===== config.mk =====
export PLATFORM = sky130hd
export DESIGN_NAME = pito_mvu_launcher
export DESIGN_NICKNAME = d
export VERILOG_FILES = /design/src/rtl/pito_mvu_launcher.sv
export SDC_FILE = /design/constraint.sdc
export NUM_CORES = 1
export LEC_CHECK = 0
export ABC_AREA = 1
export CAP_MARGIN = 20
export CORE_AREA = 4 4 321 323
export CTS_CLUSTER_DIAMETER = 40
export CTS_CLUSTER_SIZE = 12
export DETAILED_ROUTE_END_ITERATION = 10
export DIE_AREA = 0 0 325 327
export GPL_TIMING_DRIVEN = 0
export HOLD_SLACK_MARGIN = 0.02
export PLACE_DENSITY = 0.65
export SLEW_MARGIN = 10
export SYNTH_ARGS = -nofsm -noshare
export SYNTH_HDL_FRONTEND = slang
export SYNTH_SLANG_ARGS = --single-unit
export TNS_END_PERCENT = 5

===== constraint.sdc =====
create_clock -name clk -period 3 [get_ports clk]
set_clock_uncertainty 0.2 [all_clocks]
set_input_delay 0.6 -clock clk [delete_from_list [all_inputs] [get_ports clk]]
set_output_delay 0.6 -clock clk [all_outputs]
set_load 0.03 [all_outputs]

===== src/rtl/pito_mvu_launcher.sv =====
// Per-hart MVU job launcher: CSR write -> mvu_start 2 cycles later, one job in flight per hart.
// Writes to a full queue are dropped and flagged; watchdog timeout only with PITO_MVU_TIMEOUT_EN.
module pito_mvu_launcher #(
   parameter int NUM_HARTS   = 8,
   parameter int CMD_DEPTH   = 2,
   parameter int MVU_TIMEOUT = 65535
) (
   input  logic                     clk,
   input  logic                     rst,
   input  logic [NUM_HARTS-1:0]     csr_mvucommand_we,
   input  logic [32*NUM_HARTS-1:0]  csr_mvucommand,
   input  logic [NUM_HARTS-1:0]     mvu_irq_i,
   input  logic [NUM_HARTS-1:0]     irq_ack_i,
   output logic [NUM_HARTS-1:0]     mvu_start,
   output logic [32*NUM_HARTS-1:0]  mvu_command,
   output logic [NUM_HARTS-1:0]     hart_irq_o,
   output logic [32*NUM_HARTS-1:0]  csr_mvustatus,
   output logic [NUM_HARTS-1:0]     cmd_full_o
);
   typedef enum logic [1:0] {IDLE, LAUNCH, BUSY} state_e;

   if (NUM_HARTS < 1 || NUM_HARTS > 16 || CMD_DEPTH < 1 || CMD_DEPTH > 8 ||
       (CMD_DEPTH & (CMD_DEPTH - 1)) != 0 || MVU_TIMEOUT < 1) begin : g_param_err
      $error("pito_mvu_launcher: parameter out of range");
   end

   for (genvar h = 0; h < NUM_HARTS; h++) begin : g_hart
      state_e      state_q, state_d;
      logic [3:0]  count, count_d;
      logic [31:0] head, cmd_q, cmd_d, status_q, status_d;
      logic        full, empty, push, pop, done, tmo_hit;
      logic        start_q, start_d, full_q, full_d;
      logic        pend_q, pend_d, ovf_q, ovf_d, tmo_q, tmo_d, spur_q, spur_d;

      pito_mvu_cmd_fifo #(
         .W     (32),
         .DEPTH (CMD_DEPTH)
      ) u_fifo (
         .clk     (clk),
         .rst     (rst),
         .push_i  (push),
         .pop_i   (pop),
         .dat_i   (csr_mvucommand[32*h +: 32]),
         .dat_o   (head),
         .count_o (count)
      );

      assign full  = (count == 4'(CMD_DEPTH));
      assign empty = (count == 4'd0);

`ifdef PITO_MVU_TIMEOUT_EN
      logic [31:0] wd_q;

      always_ff @(posedge clk) begin
         if (rst || state_q != BUSY) wd_q <= '0;
         else                        wd_q <= wd_q + 32'd1;
      end

      // Fires on the MVU_TIMEOUT-th consecutive BUSY cycle.
      assign tmo_hit = (state_q == BUSY) && (wd_q == 32'(MVU_TIMEOUT - 1));
`else
      assign tmo_hit = 1'b0;
`endif

      always_ff @(posedge clk) begin
         if (rst) begin
            state_q  <= IDLE;
            cmd_q    <= '0;
            start_q  <= 1'b0;
            full_q   <= 1'b0;
            pend_q   <= 1'b0;
            ovf_q    <= 1'b0;
            tmo_q    <= 1'b0;
            spur_q   <= 1'b0;
            status_q <= '0;
         end else begin
            state_q  <= state_d;
            cmd_q    <= cmd_d;
            start_q  <= start_d;
            full_q   <= full_d;
            pend_q   <= pend_d;
            ovf_q    <= ovf_d;
            tmo_q    <= tmo_d;
            spur_q   <= spur_d;
            status_q <= status_d;
         end
      end

      always_comb begin
         state_d = state_q;
         pop     = 1'b0;
         case (state_q)
            IDLE: begin
               if (!empty) begin
                  pop     = 1'b1;
                  state_d = LAUNCH;
               end
            end
            LAUNCH: state_d = BUSY;
            BUSY: begin
               if (mvu_irq_i[h] || tmo_hit) begin
                  if (!empty) begin
                     pop     = 1'b1;
                     state_d = LAUNCH;
                  end else begin
                     state_d = IDLE;
                  end
               end
            end
            default: state_d = IDLE;
         endcase
      end

      // Outputs are registered from next-state values so they line up with state_q.
      always_comb begin
         done     = (state_q == BUSY) && mvu_irq_i[h];
         push     = csr_mvucommand_we[h] && (!full || pop);
         cmd_d    = pop ? head : cmd_q;
         start_d  = (state_d == LAUNCH);
         count_d  = count + 4'(push) - 4'(pop);
         full_d   = (count_d == 4'(CMD_DEPTH));
         pend_d   = done || tmo_hit || (pend_q && !irq_ack_i[h]);
         ovf_d    = (csr_mvucommand_we[h] && !push) || (ovf_q && !irq_ack_i[h]);
         tmo_d    = (tmo_hit && !mvu_irq_i[h]) || (tmo_q && !irq_ack_i[h]);
         spur_d   = (mvu_irq_i[h] && state_q != BUSY) || (spur_q && !irq_ack_i[h]);
         status_d = {20'd0, count_d, 3'd0, spur_d, tmo_d, ovf_d, pend_d, state_d != IDLE};
      end

      assign mvu_start[h]               = start_q;
      assign mvu_command[32*h +: 32]    = cmd_q;
      assign hart_irq_o[h]              = pend_q;
      assign csr_mvustatus[32*h +: 32]  = status_q;
      assign cmd_full_o[h]              = full_q;
   end
endmodule

// Generic synchronous FIFO, head visible combinationally; caller never pops empty or pushes full
// unless popping in the same cycle.
module pito_mvu_cmd_fifo #(
   parameter int W     = 32,
   parameter int DEPTH = 2
) (
   input  logic         clk,
   input  logic         rst,
   input  logic         push_i,
   input  logic         pop_i,
   input  logic [W-1:0] dat_i,
   output logic [W-1:0] dat_o,
   output logic [3:0]   count_o
);
   localparam int PW = (DEPTH > 1) ? $clog2(DEPTH) : 1;

   logic [W-1:0]  mem_q [DEPTH];
   logic [PW-1:0] wr_ptr_q, rd_ptr_q;
   logic [3:0]    count_q;

   function automatic logic [PW-1:0] ptr_inc(input logic [PW-1:0] p);
      return (p == PW'(DEPTH - 1)) ? '0 : p + PW'(1);
   endfunction

   always_ff @(posedge clk) begin
      if (push_i && !rst) mem_q[wr_ptr_q] <= dat_i;
   end

   always_ff @(posedge clk) begin
      if (rst) begin
         wr_ptr_q <= '0;
         rd_ptr_q <= '0;
         count_q  <= '0;
      end else begin
         if (push_i) wr_ptr_q <= ptr_inc(wr_ptr_q);
         if (pop_i)  rd_ptr_q <= ptr_inc(rd_ptr_q);
         count_q <= count_q + 4'(push_i) - 4'(pop_i);
      end
   end

   assign dat_o   = mem_q[rd_ptr_q];
   assign count_o = count_q;
endmodule


# Word level (Yosys, flattened, before mapping)

Memory sizes are Yosys's and may differ from the RTL's. A register that Yosys moved wholly into a read port is not among the register bits.
Cells that the tools add are included.
W data, S select, Z words.

Add/sub/neg operators: 32
Equal/unequal tests: 48
Multiplexer cells: 88
Reduce and logical (&&, ||, !) cells: 153

Operator list:

| kind                  | count |
|---|---|
| $logic_and A1 B1 Y1   | 72 |
| $eq A4 B2 Y1 const B  | 16 |
| $mux W1               | 56 |
| $pmux W2 S3           | 8 |
| $add A4 B1 Y4         | 8 |
| $eq A2 B1 Y1 const B  | 16 |
| $logic_not A4 Y1      | 8 |
| $logic_or A1 B1 Y1    | 32 |
| $mux W2               | 16 |
| $sub A4 B1 Y4         | 8 |
| $logic_not A1 Y1      | 25 |
| $add A1 B1 Y1 const B | 16 |
| $eq A2 B2 Y1 const B  | 8 |
| $logic_not A2 Y1      | 8 |
| $ne A2 B2 Y1 const B  | 8 |
| $pmux W1 S2           | 8 |
| $reduce_bool A2 Y1    | 8 |

Flip-flop bits (word level): 368
Bits in writable memories: 512
Input bits: 282
Output and inout bits: 536
Word-level logic and storage cells: 425
Memories: 8

Memories:

| memory                 | words | width | read ports | clocked after Yosys merged registers in | wr ports | line | RTL |
|---|---|---|---|---|---|---|---|
| g_hart[0].u_fifo.mem_q | 2     | 32    | 1          | 1                                       | 1        | 153  | `logic [W-1:0] mem_q [DEPTH];` |
| g_hart[1].u_fifo.mem_q | 2     | 32    | 1          | 1                                       | 1        | 153  |  |
| g_hart[2].u_fifo.mem_q | 2     | 32    | 1          | 1                                       | 1        | 153  |  |
| g_hart[3].u_fifo.mem_q | 2     | 32    | 1          | 1                                       | 1        | 153  |  |
| g_hart[4].u_fifo.mem_q | 2     | 32    | 1          | 1                                       | 1        | 153  |  |
| g_hart[5].u_fifo.mem_q | 2     | 32    | 1          | 1                                       | 1        | 153  |  |
| 2 more memories        | -     | -     | -          | -                                       | -        | -    |  |

# Depth between registers and ports, before layout

Gate-level depths: netlist of the first run.

Depth after elaboration: 9
Mapped depth: 14
Depth with buffers taken out: 13

# Hierarchy

A second synthesis of the first run with hierarchy kept.

Cells, all modules: 3681
Area, all modules: 40139.7 µm²

Modules (own cells, without submodules):

| module                                    | instances | cells an instance | area an instance (µm²) | sequential area each (µm²) |
|---|---|---|---|---|
| pito_mvu_launcher                         | 1         | 2501              | 17533.1                | 7206.9 |
| pito_mvu_cmd_fifo at g_hart[2].u_fifo ... | 4         | 148               | 2826.5                 | 2062.0 |
| pito_mvu_cmd_fifo at g_hart[0].u_fifo ... | 4         | 147               | 2825.2                 | 2062.0 |

# Worst setup path after synthesis of the first run

Ideal clock, no wire load.

Path type: input to register
Start point: input port rst
End point: memory g_hart[3].u_fifo.mem_q[1][0] (enable)
Setup time: 421 ps
Data arrival time: 2486 ps
Required time: 2379 ps
Path slack: -107 ps
Cell stages on the path: 5
Buffers on the path: 2
Cells stage by stage: buf_2 buf_2 nor2_1 inv_1 nor2_1

Word-level cells in the longest chain between the ends: 4

RTL lines:

| element                       | line | RTL |
|---|---|---|
| start: declaration            | 9    | `input logic rst,` |
| $logic_not A1 Y1              | 162  | `if (push_i && !rst) mem_q[wr_ptr_q] <= dat_i;` |
| $logic_and A1 B1 Y1           | 162  |  |
| $mux W1                       | 162  |  |
| $mux W1 (implied by the code) | 162  |  |
| end: declaration              | 153  |  |

No other way between the ends.

==> results.md, run 1 <==
* Status: finished, final reports clean
* Clock root buffer master: clkbuf_16
* Power Density at between 1000 and 1500 mW/mm^2
* Fin worst setup slack at approximately 150 ps
* Critical Path AT at between 2000 and 2500 ps
* Layout cell share with drive strength beyond 1 at 0.139
* Die H at ~330 um
* Number of synthesized flops with an enable pin at between 500 and 600
* Largest net degree at the start of global routing at 33
* Area contributors post-synth: edfxtp_1, dfxtp_1, nor2_1
* Yosys cell types at 28
* RSZ-0062 raised after global routing: true
* Asr flop ratio synth at 0
* Wire length per cell at between 15 and 20 um
* I/O pin count at a little over 800
* CTS tree: built
* Yosys warns at 0
* P&R area growth vs syn at 35.3%
* MaxCap Viol Count at 0
* Slew @ Worst Pin at between 800 and 900 ps
* P_leak at ~24 nW
* Main flop type after synthesis: edfxtp_1
* Die ar. at roughly 0.11 sq mm
* Site Rows at 116
* Final routed DRC violation total at 0
* Worst vdd ir at between 0.0008 and 0.0009 V
* Largest stage delay, worst path at 690 ps
* Initial Util at 0.383
* DIE WIDTH at 325 um
* First-pass GRT wire length at about 170 mm
* Final hold viol count at 0
* DP HPWL at 88.2 mm
* Sink Count at about 890
* CTS buffer count at 120
* Port Buf Inserts at approximately 630
* Setup CP Type: register to output port
* WP data required at roughly 2200 ps
* Antenna Nets Post-Route at 0
* Number of global-route vias before repair at approximately 28000
* Fmax at 350 MHz
* Worst Hold Class: register to register
* GR Util All Layers at 0.214
* Synthesized area per cell at around 9 sq um
* Pre-CTS setup slack at -523 ps
* Rel. slew slack at 0.452
* Setup TNS at 0 ps
* Nets at around 5500
* Final min period at roughly 2900 ps
* GPL Wtd Cong at around 0.85
* Finished Core Util at 0.518
* Yosys top cell area share at 0.402
* Drt pass-1 iters at 5
* CTS HTree Levels at 3
* Mapped cell area at 0.0382 sq mm
* Endpoints failing setup at 0
* Endpoint class of the critical path: output port
* Cts-stage hold buffer count at 0
* #FFs+latches synth at 888
* Cells after Synth at ~4200
* Crit start category: register
* Final worst-path cycle share at 0.951
* Core Area at about 0.1 sq mm
* Overall power at around 58 mW
* Initial antenna violation count at 42
* Grt total ovfl at 0
* Vias/cell at approximately 4.4
* Max stage delay cell, worst path: clkdlybuf4s50_1
* Slew Viols, Final at 0
* DR vias at 28718
* Max Root-Sink Buffers at 3
* Clk slew on worst S/H paths at 50 ps
* DRT Wirelength at 117 mm
* Post-synth top cells: nor2_1, inv_1, nand2_1
* Flop-to-flop setup slack at 150 ps
* Crit-path cells: buf_4 > clkdlybuf4s50_1
* Clk_lat worst skew at just under 700 ps
* Leading area contributor after synthesis: edfxtp_1
* Count leader, synth: nor2_1
* Seq/Total Area, Yosys at 0.599
* Iteration-0 DRC Markers at approximately 1500
* Max FO, Critical Path at 3
layout by cell type (no fill, tap or decap), types with 5 or more instances in the layout:
master | synthesis | final
nor2_1 | 1144 | 1136
inv_1 | 657 | 649
clkdlybuf4s50_1 | 0 | 632
nand2_1 | 608 | 608
edfxtp_1 | 512 | 512
dfxtp_1 | 376 | 374
nand3_1 | 304 | 304
buf_4 | 258 | 265
conb_1 | 1 | 184
clkbuf_16 | 0 | 124
buf_2 | 101 | 101
ha_1 | 40 | 40
buf_6 | 37 | 38
inv_2 | 24 | 32
diode_2 | 0 | 27
bufinv_16 | 0 | 25
clkinv_2 | 0 | 21
clkbuf_1 | 6 | 19
nor2_4 | 8 | 16
o21ai_0 | 16 | 16
a21oi_1 | 16 | 16
inv_6 | 0 | 15
clkinvlp_4 | 0 | 9
o21bai_4 | 8 | 8
nand3_4 | 0 | 8
a21oi_4 | 8 | 8
nand2_4 | 8 | 8
o22ai_1 | 8 | 8
o22ai_2 | 8 | 8
nand3_2 | 16 | 8
fa_1 | 8 | 8
clkinv_4 | 0 | 8
buf_8 | 6 | 7
xor2_1 | 7 | 7
clkinv_1 | 0 | 5
buf_16 | 0 | 5
per-layer routing:
layer | wire (um) | track usage
met5 | 173 | 0
met4 | 4140 | 0.0890
met3 | 11000 | 0.0835
met2 | 58200 | 0.377
met1 | 43900 | 0.229
final cells by class:
type | instances | area [sq um]
Antenna cell | 27 | 67.6
Buffer | 408 | 2990
Clock buffer | 143 | 3210
Clock inverter | 86 | 1180
Fill cell | 8971 | 48100
Inverter | 681 | 2560
Multi-Input combinational cell | 2400 | 10600
Sequential cell | 888 | 22900
Tap cell | 1298 | 1620
Timing Repair Buffer | 649 | 6590
worst max-delay path: cells and delay by family (launching register included):
family	cells	cell delay (ps)
buffers and inverters	2	860
DFF	1	510
power breakdown:
group / switching [mW] / total [mW] / internal (mW)
combinational: 15.8 / 25.2 / 9.39
clock: 5.53 / 15.4 / 9.85
sequential: 1.50 / 17.2 / 15.7
total: 22.9 / 57.8 / 34.9
what timing repair did:
item | 4_1_cts | 5_1_grt
pin swaps | 1 | 9
setup endpoints to repair | 3 | 14
setup buffers | 1 | 8
gates resized for setup | 0 | 13
stage by stage:
step                      cell area (sq um)  std cells  hold slack [ps]
final                                 51700       6580              227
after global routing                  51700       6569              246
after CTS                             51500       6545              220
after detailed placement              47100       6315              220
after global placement                46900       6307              217
after floorplan                       38900       4377              209
worst paths after layout:
check | end | cells after the start | from
max | hart_irq_o[2] | 2 | g_hart[2].status_q[1]
min | g_hart[1].status_q[3] | 2 | g_hart[1].status_q[3]
max reg2reg | g_hart[0].full_q | 14 | g_hart[0].status_q[10]
min reg2reg | g_hart[1].status_q[3] | 2 | g_hart[1].status_q[3]
cell families after synthesis:
family | synth area share
DFF | 0.599
buffers and inverters | 0.145
xor gates and xnor gates | 0.00183
adders and majority gates | 0.0173
and+or+nand+nor | 0.222
other | 0.0000981
AOI/OAI and AO/OA | 0.0154
flip-flops by register name, summed over array words and instances, names as in the netlist:
name and flops:
g_hart.start_q 8, g_hart.cmd_q 256, g_hart.u_fifo.count_o 8, g_hart.state_q 16, g_hart.u_fifo.rd_ptr_q 8, g_hart.u_fifo.mem_q 512
g_hart.status_q 64, g_hart.u_fifo.wr_ptr_q 8, g_hart.full_q 8
Power figures use the tool's default switching activity.
==> inputs of run 2 (changes only) <==
CORE_AREA = 2 2 319 321   (was 4 4 321 323)
DIE_AREA = 0 0 321 323   (was 0 0 325 327)
==> run 2 against run 1 <==
Net effect: first-iteration DRC count increased by 18%; utilization decreased by 0.40 points; sequential power about the same; final cell count increased by 0.23%; routed wire length decreased by 0.52%; critical path type unchanged; largest cell class unchanged.
==> results.md, run 2 (same netlist as run 1, synthesis figures left out) <==
* Status: finished, final reports clean
* Register cell area after layout at around 0.023 sq mm
* Antenna Nets Post-Route at 0
* Dpl cells at ~6300
* Max Root-Sink Buffers at 3
* Power Density at roughly 1100 mW/mm^2
* Vias/cell at 4.39
* Clk_lat worst skew at 740 ps
* P_leak at between 20 and 25 nW
* Largest Register: g_hart.u_fifo.mem_q
* Most common cell after layout, fill and taps aside: nor2_1
* Port Buf Inserts at about 630
* Max reg flops at approximately 510
* RSZ-0062 raised after global routing: true
* Setup TNS at 0 ps
* First-pass GRT wire length at 167 mm
* Slew Viols, Final at 0
* Wire length per cell at roughly 18 um
* Core Area at 0.101 sq mm
* Die H at ~320 um
* Final routed DRC violation total at 0
* Setup CP Type: register to output port
* DP HPWL at roughly 87 mm
* Crit start category: register
* Sink Count at 888
* Slew @ Worst Pin at 800 ps
* CTS buffer count at 130
* P&R area growth vs syn at 35.4%
* MaxCap Viol Count at 0
* Final worst-path cycle share at 0.965
* Iteration-0 DRC Markers at roughly 1800
* Final hold viol count at 0
* CTS tree: built
* Fmax at between 300 and 400 MHz
* Endpoints failing setup at 0
* Area occupied by multi-input gates at 0.0106 sq mm
* Endpoint class of the critical path: output port
* Critical Path AT at approximately 2100 ps
* Site Rows at about 120
* Clk slew on worst S/H paths at 50 ps
* Clock root buffer master: clkbuf_16
* Rel. slew slack at 0.466
* Drt pass-1 iters at 6
* Number of global-route vias before repair at between 20000 and 30000
* Initial antenna violation count at 25
* CTS HTree Levels at 4
* Largest net degree at the start of global routing at 33
* Die ar. at 0.104 sq mm
* Final min period at approximately 2900 ps
* DR vias at 28925
* Grt total ovfl at 0
* Layout cell share with drive strength beyond 1 at 0.140
* WP data required at between 2000 and 2500 ps
* GR Util All Layers at 0.218
* Largest regs: g_hart.u_fifo.mem_q x512, g_hart.cmd_q x256, g_hart.status_q x64
* Final cell count without fillers at roughly 6600
* Worst Hold Class: register to register
* GPL Wtd Cong at ~0.85
* DIE WIDTH at around 320 um
* I/O pin count at ~820
* Most frequent cells in the layout: nor2_1, inv_1, clkdlybuf4s50_1, nand2_1, edfxtp_1
* Worst vdd ir at between 0.0007 and 0.0008 V
* DRT Wirelength at 117 mm
* Max FO, Critical Path at 3
* Nets at 5488
* Final std cell area, no fill at between 0.05 and 0.06 sq mm
* Placed Area at between 0.04 and 0.05 sq mm
* Initial Util at 0.380
* WHS at 224 ps
* Fillers at about 9100
-- run 2: cell count changes in the layout (fill, tap and decap cells not counted), moves of 5 or more --
| cell | previous run | this run |
|---|---|---|
| bufinv_16 | 25 | 11 |
| clkbuf_16 | 124 | 137 |
| diode_2 | 27 | 19 |
| clkinv_2 | 21 | 14 |
| clkbuf_1 | 19 | 25 |
| clkbuf_8 | 4 | 10 |
| clkinv_1 | 5 | 10 |
-- run 2: final timing paths --
kind                           from               endpoint  slack, ps  depth (start not counted)
max reg2reg  g_hart[1].status_q[10]       g_hart[1].full_q        140                         14
max           g_hart[0].status_q[1]          hart_irq_o[0]        100                          2
min reg2reg   g_hart[4].status_q[3]  g_hart[4].status_q[3]        220                          2
min           g_hart[4].status_q[3]  g_hart[4].status_q[3]        220                          2
-- run 2: power breakdown --
part	total [mW]	internal, mW	switching [mW]
logic	25.1	9.42	15.7
registers	17.2	15.7	1.54
clock network	15.3	9.62	5.72
total	57.7	34.7	23.0
-- run 2: critical path: stages (launching register included) --
cell             delay, ps
dfxtp_1                380
buf_4                  130
clkdlybuf4s50_1        860
-- run 2: cell type report --
type                            instances  area share
Tap cell                             1309      0.0316
Sequential cell                       888       0.442
Timing Repair Buffer                  649       0.127
Inverter                              681      0.0494
Buffer                                408      0.0576
Clock inverter                         73      0.0155
Multi-Input combinational cell       2400       0.205
Antenna cell                           19    0.000918
Clock buffer                          168      0.0704
-- run 2: metrics by stage --
| stage | setup slack (ps) | utilization | total power, mW |
|---|---|---|---|
| floorplan | -107 | - | 33.1 |
| global placement | -1620 | 0.466 | 42.0 |
| detailed placement | -470 | 0.468 | 42.3 |
| CTS | -46.9 | 0.512 | 57.9 |
| global route | -89.6 | 0.514 | 61.0 |
| finish | 104 | 0.514 | 57.7 |
-- run 2: repair_timing --
action	CTS	global route
endpoints found under the setup margin	4	14
buffers inserted	1	8
resized for setup	1	16
hold buffers	0	0
pin swaps	1	9
-- run 2: layer usage --
layer  vias up  part of all wire  track usage
li1      14440                 -            -
met1     13331              0.38        0.242
met2       920              0.50        0.381
met3       220             0.079       0.0709
met4        14             0.037       0.0997
met5         -           0.00081            0
